==> config.mk <==
export PLATFORM = sky130hd
export DESIGN_NAME = fifo_stream_reader_flat
export DESIGN_NICKNAME = d
export VERILOG_FILES = /design/src/rtl/fifo_stream_reader_if.sv /design/src/rtl/fifo_stream_reader.sv /design/src/flat_wrapper.sv
export SDC_FILE = /design/constraint.sdc
export NUM_CORES = 1
export LEC_CHECK = 0
export CAP_MARGIN = 20
export CORE_ASPECT_RATIO = 2
export CORE_MARGIN = 10
export CORE_UTILIZATION = 35
export DETAILED_ROUTE_END_ITERATION = 10
export PLACE_DENSITY = 0.6
export SLEW_MARGIN = 25
export SYNTH_ARGS = -nofsm -noshare
export SYNTH_HDL_FRONTEND = slang
export SYNTH_SLANG_ARGS = --single-unit
==> constraint.sdc <==
create_clock -name clk -period 3.1 [get_ports clk]
set_input_delay 0.31 -clock clk [delete_from_list [all_inputs] [get_ports clk]]
set_output_delay 0.31 -clock clk [all_outputs]
set_load 0.02 [all_outputs]
==> src/rtl/fifo_stream_reader_if.sv <==
// Valid/ready stream bundle driven by fifo_stream_reader.
// Ports: m_valid/m_data from master, m_ready from slave.
interface fifo_stream_reader_if #(
  parameter int DATA_WIDTH = 8
);
  logic                  m_valid;
  logic                  m_ready;
  logic [DATA_WIDTH-1:0] m_data;

  modport master (
    output m_valid,
    output m_data,
    input  m_ready
  );

  modport slave (
    input  m_valid,
    input  m_data,
    output m_ready
  );
endinterface

==> src/rtl/fifo_stream_reader.sv <==
// Pops a sync FIFO (1-cycle read latency) into a 2-entry skid buffer
// and streams words in order on a valid/ready master interface.
// Ports: clk, rst (sync, active-high), fifo_empty/fifo_rd_en/
// fifo_rd_data (FIFO read port), flush, rd_count, busy, m (stream).
module fifo_stream_reader #(
  parameter int DATA_WIDTH = 8,
  parameter int CNT_WIDTH  = 16
) (
  input  logic                  clk,
  input  logic                  rst,
  input  logic                  fifo_empty,
  output logic                  fifo_rd_en,
  input  logic [DATA_WIDTH-1:0] fifo_rd_data,
  input  logic                  flush,
  output logic [CNT_WIDTH-1:0]  rd_count,
  output logic                  busy,
  fifo_stream_reader_if.master  m
);

  typedef enum logic [1:0] {
    S_EMPTY = 2'd0,
    S_ONE   = 2'd1,
    S_TWO   = 2'd2
  } state_t;

  state_t                state;
  state_t                state_n;
  logic [DATA_WIDTH-1:0] out_q;
  logic [DATA_WIDTH-1:0] spare_q;
  logic                  inflight;
  logic                  pop;
  logic [1:0]            occ;
  logic [2:0]            need;
  logic                  load_out;
  logic                  load_spare;
  logic                  shift;

  assign occ       = state;
  assign pop       = m.m_valid && m.m_ready;
  assign m.m_valid = (state != S_EMPTY);
  assign m.m_data  = out_q;
  assign busy      = (state != S_EMPTY) || inflight;

  // Slots committed after this edge; keep it below 2 so an
  // arriving word always has a place to land.
  assign need = {1'b0, occ}
              + {2'b00, inflight}
              - {2'b00, pop};

  assign fifo_rd_en = !rst && !flush && !fifo_empty
                    && (need < 3'd2);

  always_comb begin
    state_n    = state;
    load_out   = 1'b0;
    load_spare = 1'b0;
    shift      = 1'b0;
    if (flush) begin
      // In-flight data is dropped: no capture this edge.
      state_n = S_EMPTY;
    end else begin
      unique case (state)
        S_EMPTY: begin
          if (inflight) begin
            load_out = 1'b1;
            state_n  = S_ONE;
          end
        end
        S_ONE: begin
          unique case (1'b1)
            inflight && pop: begin
              load_out = 1'b1;
            end
            !inflight && pop: begin
              state_n = S_EMPTY;
            end
            inflight && !pop: begin
              load_spare = 1'b1;
              state_n    = S_TWO;
            end
            default: begin
              state_n = S_ONE;
            end
          endcase
        end
        S_TWO: begin
          if (pop) begin
            shift = 1'b1;
            if (inflight) begin
              load_spare = 1'b1;
            end else begin
              state_n = S_ONE;
            end
          end
        end
        default: begin
          state_n = S_EMPTY;
        end
      endcase
    end
  end

  always_ff @(posedge clk) begin
    if (rst) begin
      state    <= S_EMPTY;
      inflight <= 1'b0;
      out_q    <= '0;
      spare_q  <= '0;
      rd_count <= '0;
    end else begin
      state    <= state_n;
      inflight <= fifo_rd_en;
      if (load_out) begin
        out_q <= fifo_rd_data;
      end else if (shift) begin
        out_q <= spare_q;
      end
      if (load_spare) begin
        spare_q <= fifo_rd_data;
      end
      if (pop) begin
        rd_count <= rd_count + CNT_WIDTH'(1);
      end
    end
  end

endmodule

==> src/flat_wrapper.sv <==
// flat-port wrapper written by rule: the top's interface ports become plain ports
module fifo_stream_reader_flat 
#(
  parameter int DATA_WIDTH = 8,
  parameter int CNT_WIDTH  = 16
)
  (clk, rst, fifo_empty, fifo_rd_en, fifo_rd_data, flush, rd_count, busy, m_m_valid, m_m_data, m_m_ready);
  fifo_stream_reader_if #(.DATA_WIDTH(DATA_WIDTH)) m_i ();
  input  logic clk;
  input  logic rst;
  input  logic fifo_empty;
  output logic fifo_rd_en;
  input  logic [DATA_WIDTH-1:0] fifo_rd_data;
  input  logic flush;
  output logic [CNT_WIDTH-1:0] rd_count;
  output logic busy;
  output wire logic [$bits(m_i.m_valid)-1:0] m_m_valid;
  output wire logic [$bits(m_i.m_data)-1:0] m_m_data;
  input wire logic [$bits(m_i.m_ready)-1:0] m_m_ready;
  assign m_m_valid = m_i.m_valid;
  assign m_m_data = m_i.m_data;
  assign m_i.m_ready = m_m_ready;
  fifo_stream_reader #(.DATA_WIDTH(DATA_WIDTH), .CNT_WIDTH(CNT_WIDTH)) u_core (.clk(clk), .rst(rst), .fifo_empty(fifo_empty), .fifo_rd_en(fifo_rd_en), .fifo_rd_data(fifo_rd_data), .flush(flush), .rd_count(rd_count), .busy(busy), .m(m_i));
endmodule
After elaboration in Yosys (flattened, before gate mapping)

Index checks and enable logic that the tools add are counted.

Output and inout bits: 27
Flip-flop bits (word level): 35
Input bits: 13

Reduce and logical (&&, ||, !) cells: 18
$lt $le $gt $ge: 1
Equality and inequality tests: 6
Add/subtract/negate cells: 3
Mux-type cells: 18

Operators by type and width:

| kind                                                                     | number |
|---|---|
| 16-bit by 1-bit adder with 16-bit output (second input constant)         | 1 |
| 8-bit 2-to-1 mux                                                         | 2 |
| 2-bit case mux with 3 select lines                                       | 2 |
| 1-bit 2-to-1 mux                                                         | 9 |
| 1-bit logical AND                                                        | 7 |
| 2-bit 2-to-1 mux                                                         | 3 |
| 1-bit logical NOT                                                        | 5 |
| 2-bit by 1-bit inequality test with 1-bit output (second input constant) | 2 |
| 2-bit inequality test (second input constant)                            | 2 |
| 1-bit case mux with 2 select lines                                       | 2 |
| 4-bit AND reduction                                                      | 1 |
| 2-bit nonzero test                                                       | 2 |
| 2-bit by 1-bit adder with 3-bit output                                   | 1 |
| 3-bit by 2-bit < comparator with 1-bit output (second input constant)    | 1 |
| 3-bit by 1-bit subtractor with 3-bit output                              | 1 |
| 2-bit by 1-bit equality test with 1-bit output (second input constant)   | 1 |
| 2-bit equality test (second input constant)                              | 1 |
| 2-bit logical NOT                                                        | 1 |
| 2-bit OR reduction                                                       | 1 |
| 1-bit logical OR                                                         | 1 |

Depth between registers and ports, before layout

Depth in word-level cells: 7
Mapped depth: 10
Mapped depth without buffers: 9

Worst setup path after synthesis

Ideal clock, no wire load.

Path kind: reg-to-output
Start point: register u_core.state[1] (netlist: u_core.occ[1])
End point: output fifo_rd_en
Stages on the path, launching flop included: 11
Arrival time: 2484 ps
Setup slack: 306 ps
Path through: dfxtp_1 inv_1 ha_1 buf_6 nor2b_1 inv_1 ha_1 nand2b_1 fa_1 xnor2_1 and4b_1

Longest elaborated chain between the ends: 5

Ends and longest elaborated chain:

| element                                                                                        | RTL line                  | RTL |
|---|---|---|
| start: declaration                                                                             | fifo_stream_reader.sv:26  | `state_t state;` |
| start signal: assignment                                                                       | fifo_stream_reader.sv:111 | `state <= state_n;` |
| parallel branches: the longest is 2 deep, another holds 2-bit by 1-bit adder with 3-bit output | -                         |  |
| 3-bit by 1-bit subtractor with 3-bit output *                                                  | fifo_stream_reader.sv:48  | `- {2'b00, pop};` |
| 3-bit by 2-bit < comparator with 1-bit output *                                                | fifo_stream_reader.sv:51  | `&& (need < 3'd2);` |
| 1-bit logical AND *                                                                            | fifo_stream_reader.sv:51  |  |
| end: declaration                                                                               | flat_wrapper.sv:12        | `output logic fifo_rd_en;` |

Every way passes the cells marked *.

Worst setup path after layout

Ends and elaborated chain as after synthesis.

==> impl_metrics.yaml <==
clock_network:
  root_buffer: "clkbuf_8"
  cts_tree: "done"
  cts_setup_buffers: 0
  h-tree-depth: 2
  worstSkewPairLatency_ps: 290
  cts_buffers: 5
  cts.sinks: 35
  clk_pin_slew_ps: 70
  postCtsHoldBufs: 0
  cts.path.max_buffers: 2
yosys:
  synth_top_cell_area_share: 0.4043
  synth_top_family_by_area: "simple AND/OR/NAND/NOR gates"
  synth_edf_count: 0
  synthMuxAreaShare: 0.1119
  synth_compound_area_frac: 0.07004
  synth-adder-area-share: 0.05487
  yosys_warnings: 0
  synth-seq-cells: 35
  syn_area_sq_mm: 0.001733
  netlist_instances: 191
  async_flop_share: 0
  yosys-top-cells-area: "dfxtp_1, mux2i_1, nor2_1, ha_1, nor2b_1"
  avgSynthCellArea_sq_um: 9.073
  synth.largest_area_cell: "dfxtp_1"
  ys.flop_type: "dfxtp_1"
  syn-num-nets: 211
  ys_types: 38
  synth-seq-area-share: 0.4043
  yosys.area_share.simple: 0.2758
  synthXorXnorAreaFrac: 0.05054
route:
  routed_wl_mm: 4.120
  final_antenna_net_count: 0
  firstDrtPassIters: 4
  avgViaCountPerCell: 4.909
  vias: 1453
  drc: 0
  drtIter0Drc: 38
  wl_per_cell_microns: 13.92
floorplan:
  io_pins: 40
  core_sq_mm: 0.004820
  die_h_microns: 119.5
  rows: 36
  die_width_microns: 69.76
  initial_utilization: 0.3596
  die-area_sq_mm: 0.008336
power_and_ir_drop:
  combPwrFrac: 0.078
  p_clk_frac: 0.409
  peakVddDrop_v: 0.0003142
  p_leak_nw: 0.8234
  powerDensity_mw_per_mm2: 383.3
  intPower_uw: 691.3
  power_frac_seq: 0.514
  switching_share: 0.2213
  p_switching_uw: 196.5
placed_design:
  hpwl_mm: 3.193
  portBuffers: 39
  pre_cts_slack_ps: -48.27
  gp_congestion: 0.7367
sta:
  skew_ps: 2.460
  period_share: 0.9066
  max_freq_mhz: 355.8
  hold_viol_final: 0
  slew_headroom: 0.6078
  finalWorstSetupSlack_ps: 289.4
  setup_violations: 0
  layout_min_cycle_time_ps: 2811
  rsz0062_at_grt: "false"
  slew_violations: 0
  worstMarginPinSlew_ps: 588.3
global_routing:
  grt_start_max_net_pins: 37
  grt_pass1_vias: 1511
  track_usage: 0.1021
  antenna_found_initial: 0
  overflow: 0
  grt_pass1_wl_mm: 7.093
worst_setup_path:
  path_max_fanout: 2
  critPathCaptureType: "output pin"
  crit_path_cell_trace: "inv_1, ha_1, nor2b_1, inv_1, ha_1, nand2b_1, fa_1, xnor2_1, and4b_1, clkbuf_2"
  crit_family: "adder cells"
  slowest_stage: "fa_1"
  cp.arrival_ps: 2500
  startpoint_type: "flip-flop"
  cp_num_buf_inv: 3
  slowest_delay_ps: 390
  required_ps: 2790
  criticalPathCategory: "reg2out"
final_layout:
  n_antenna_cell: 0
  layout-drive-gt1-share: 0.1046
  fin_util: 0.4805
  area_growth_pct: 33.65
  finalNetCount: 258
status:
  status: "finished clean"
hold_path:
  holdCritPathClass: "reg2reg"
job:
  maxCapViolations: 0
[tightest hold or removal path, stage by stage (launching register included)]
cell	delay (ps)
dfxtp_1	310
nand2_1	50
a21oi_1	50
[per-stage QoR]
step	cells	instance area (sq um)	TNS [ps]	total power, mW	hold WS [ps]
6_report	296	2316	0	0.8877	455.7
3_3_place_gp	288	2221	-25.42	0.5362	439.8
4_1_cts	296	2320	0	0.8986	457.5
5_1_grt	296	2316	0	0.9195	490.5
3_5_place_dp	288	2221	-48.27	0.5365	447.3
2_1_floorplan	191	1733	0	0.4986	412.3
[power groups by stage]
stage | logic [mW] | clock network, mW | registers [mW]
after floorplan | 0.0295 | 0 | 0.469
after global placement | 0.0701 | 0 | 0.466
after detailed placement | 0.0704 | 0 | 0.466
after CTS | 0.0705 | 0.372 | 0.456
after global routing | 0.0753 | 0.388 | 0.456
final | 0.0692 | 0.363 | 0.456
[final cells by class]
cell class	count	area, sq um
fillers	465	2504
multi-input cells	143	975.9
flip-flops and latches	35	700.7
repair buffers	47	445.4
clock buffers	8	100.1
well taps	57	71.32
inverters	6	22.52
[metal layers]
layer  vias up  global-route usage  part of all wire  wire length [microns]
met5         -                   0                 0                      0
met3         7             0.02805             0.045                    184
met1       671             0.09735              0.38                   1580
met4         0             0.05955             0.025                    104
li1        746                   -                 -                      -
met2        29              0.1885              0.55                   2250
[synth_stat cells (all sizes together), types with 3 or more instances]
library cell and instances:
ha 6, a21oi 14, nor2 24, mux2 3, nand2 19, xnor2 5
nand2b 4, dfxtp 35, inv 6, nand4 5, and4b 3, nand3 4
xor2 5, buf 3, o21ai 3, clkbuf 4, mux2i 16, or3 3
nor2b 12
[registers in the layout, summed over array words and instances, names as in the netlist]
name / count
u_core.inflight: 1
u_core.spare_q: 8
u_core.rd_count: 16
u_core.m.m_data: 8
u_core.occ: 2
[what timing repair did]
item | 4_1_cts | 5_1_grt
setup endpoints to repair | 1 | 1
gates cloned | 0 | 0
gates resized for setup | 1 | 2
[final timing paths]
| check | slack [ps] | depth (start not counted) | to | from |
|---|---|---|---|---|
| worst max-delay path | 290 | 10 | fifo_rd_en | u_core.occ[1]$_SDFFE_PP0P_ |
| worst min-delay path | 460 | 2 | u_core.m.m_data[5]$_SDFFE_PP0P_ | u_core.spare_q[5]$_SDFFE_PP0P_ |
| worst max register to register | 950 | 7 | u_core.rd_count[15]$_SDFFE_PP0P_ | u_core.occ[1]$_SDFFE_PP0P_ |
| worst min register to register | 460 | 2 | u_core.m.m_data[5]$_SDFFE_PP0P_ | u_core.spare_q[5]$_SDFFE_PP0P_ |
[cells in the final DEF (no fill, tap or decap), drive strengths merged, types with 3 or more instances in the layout]
cell / netlist / layout
xor2: 5 / 5
xnor2: 5 / 5
inv: 6 / 6
and4b: 3 / 3
nand2: 19 / 19
mux2: 3 / 3
mux2i: 16 / 16
nor2b: 12 / 12
nand3: 4 / 4
clkbuf: 4 / 9
nand2b: 4 / 4
nand4: 5 / 5
a21oi: 14 / 14
buf: 3 / 8
ha: 6 / 6
or3: 3 / 3
clkdlybuf4s50: 0 / 38
o21ai: 3 / 3
dfxtp: 35 / 35
nor2: 24 / 24
[logic make-up (layout without fill, tap and decap cells)]
logic type / count (synthesis) / count (layout)
and+or+nand+nor: 86 / 86
DFF: 35 / 35
AOI/OAI and AO/OA: 21 / 21
muxes: 19 / 19
buffers and inverters: 13 / 61
xor gates and xnor gates: 10 / 10
adders and majority gates: 7 / 7
Power figures use the tool's default switching activity.
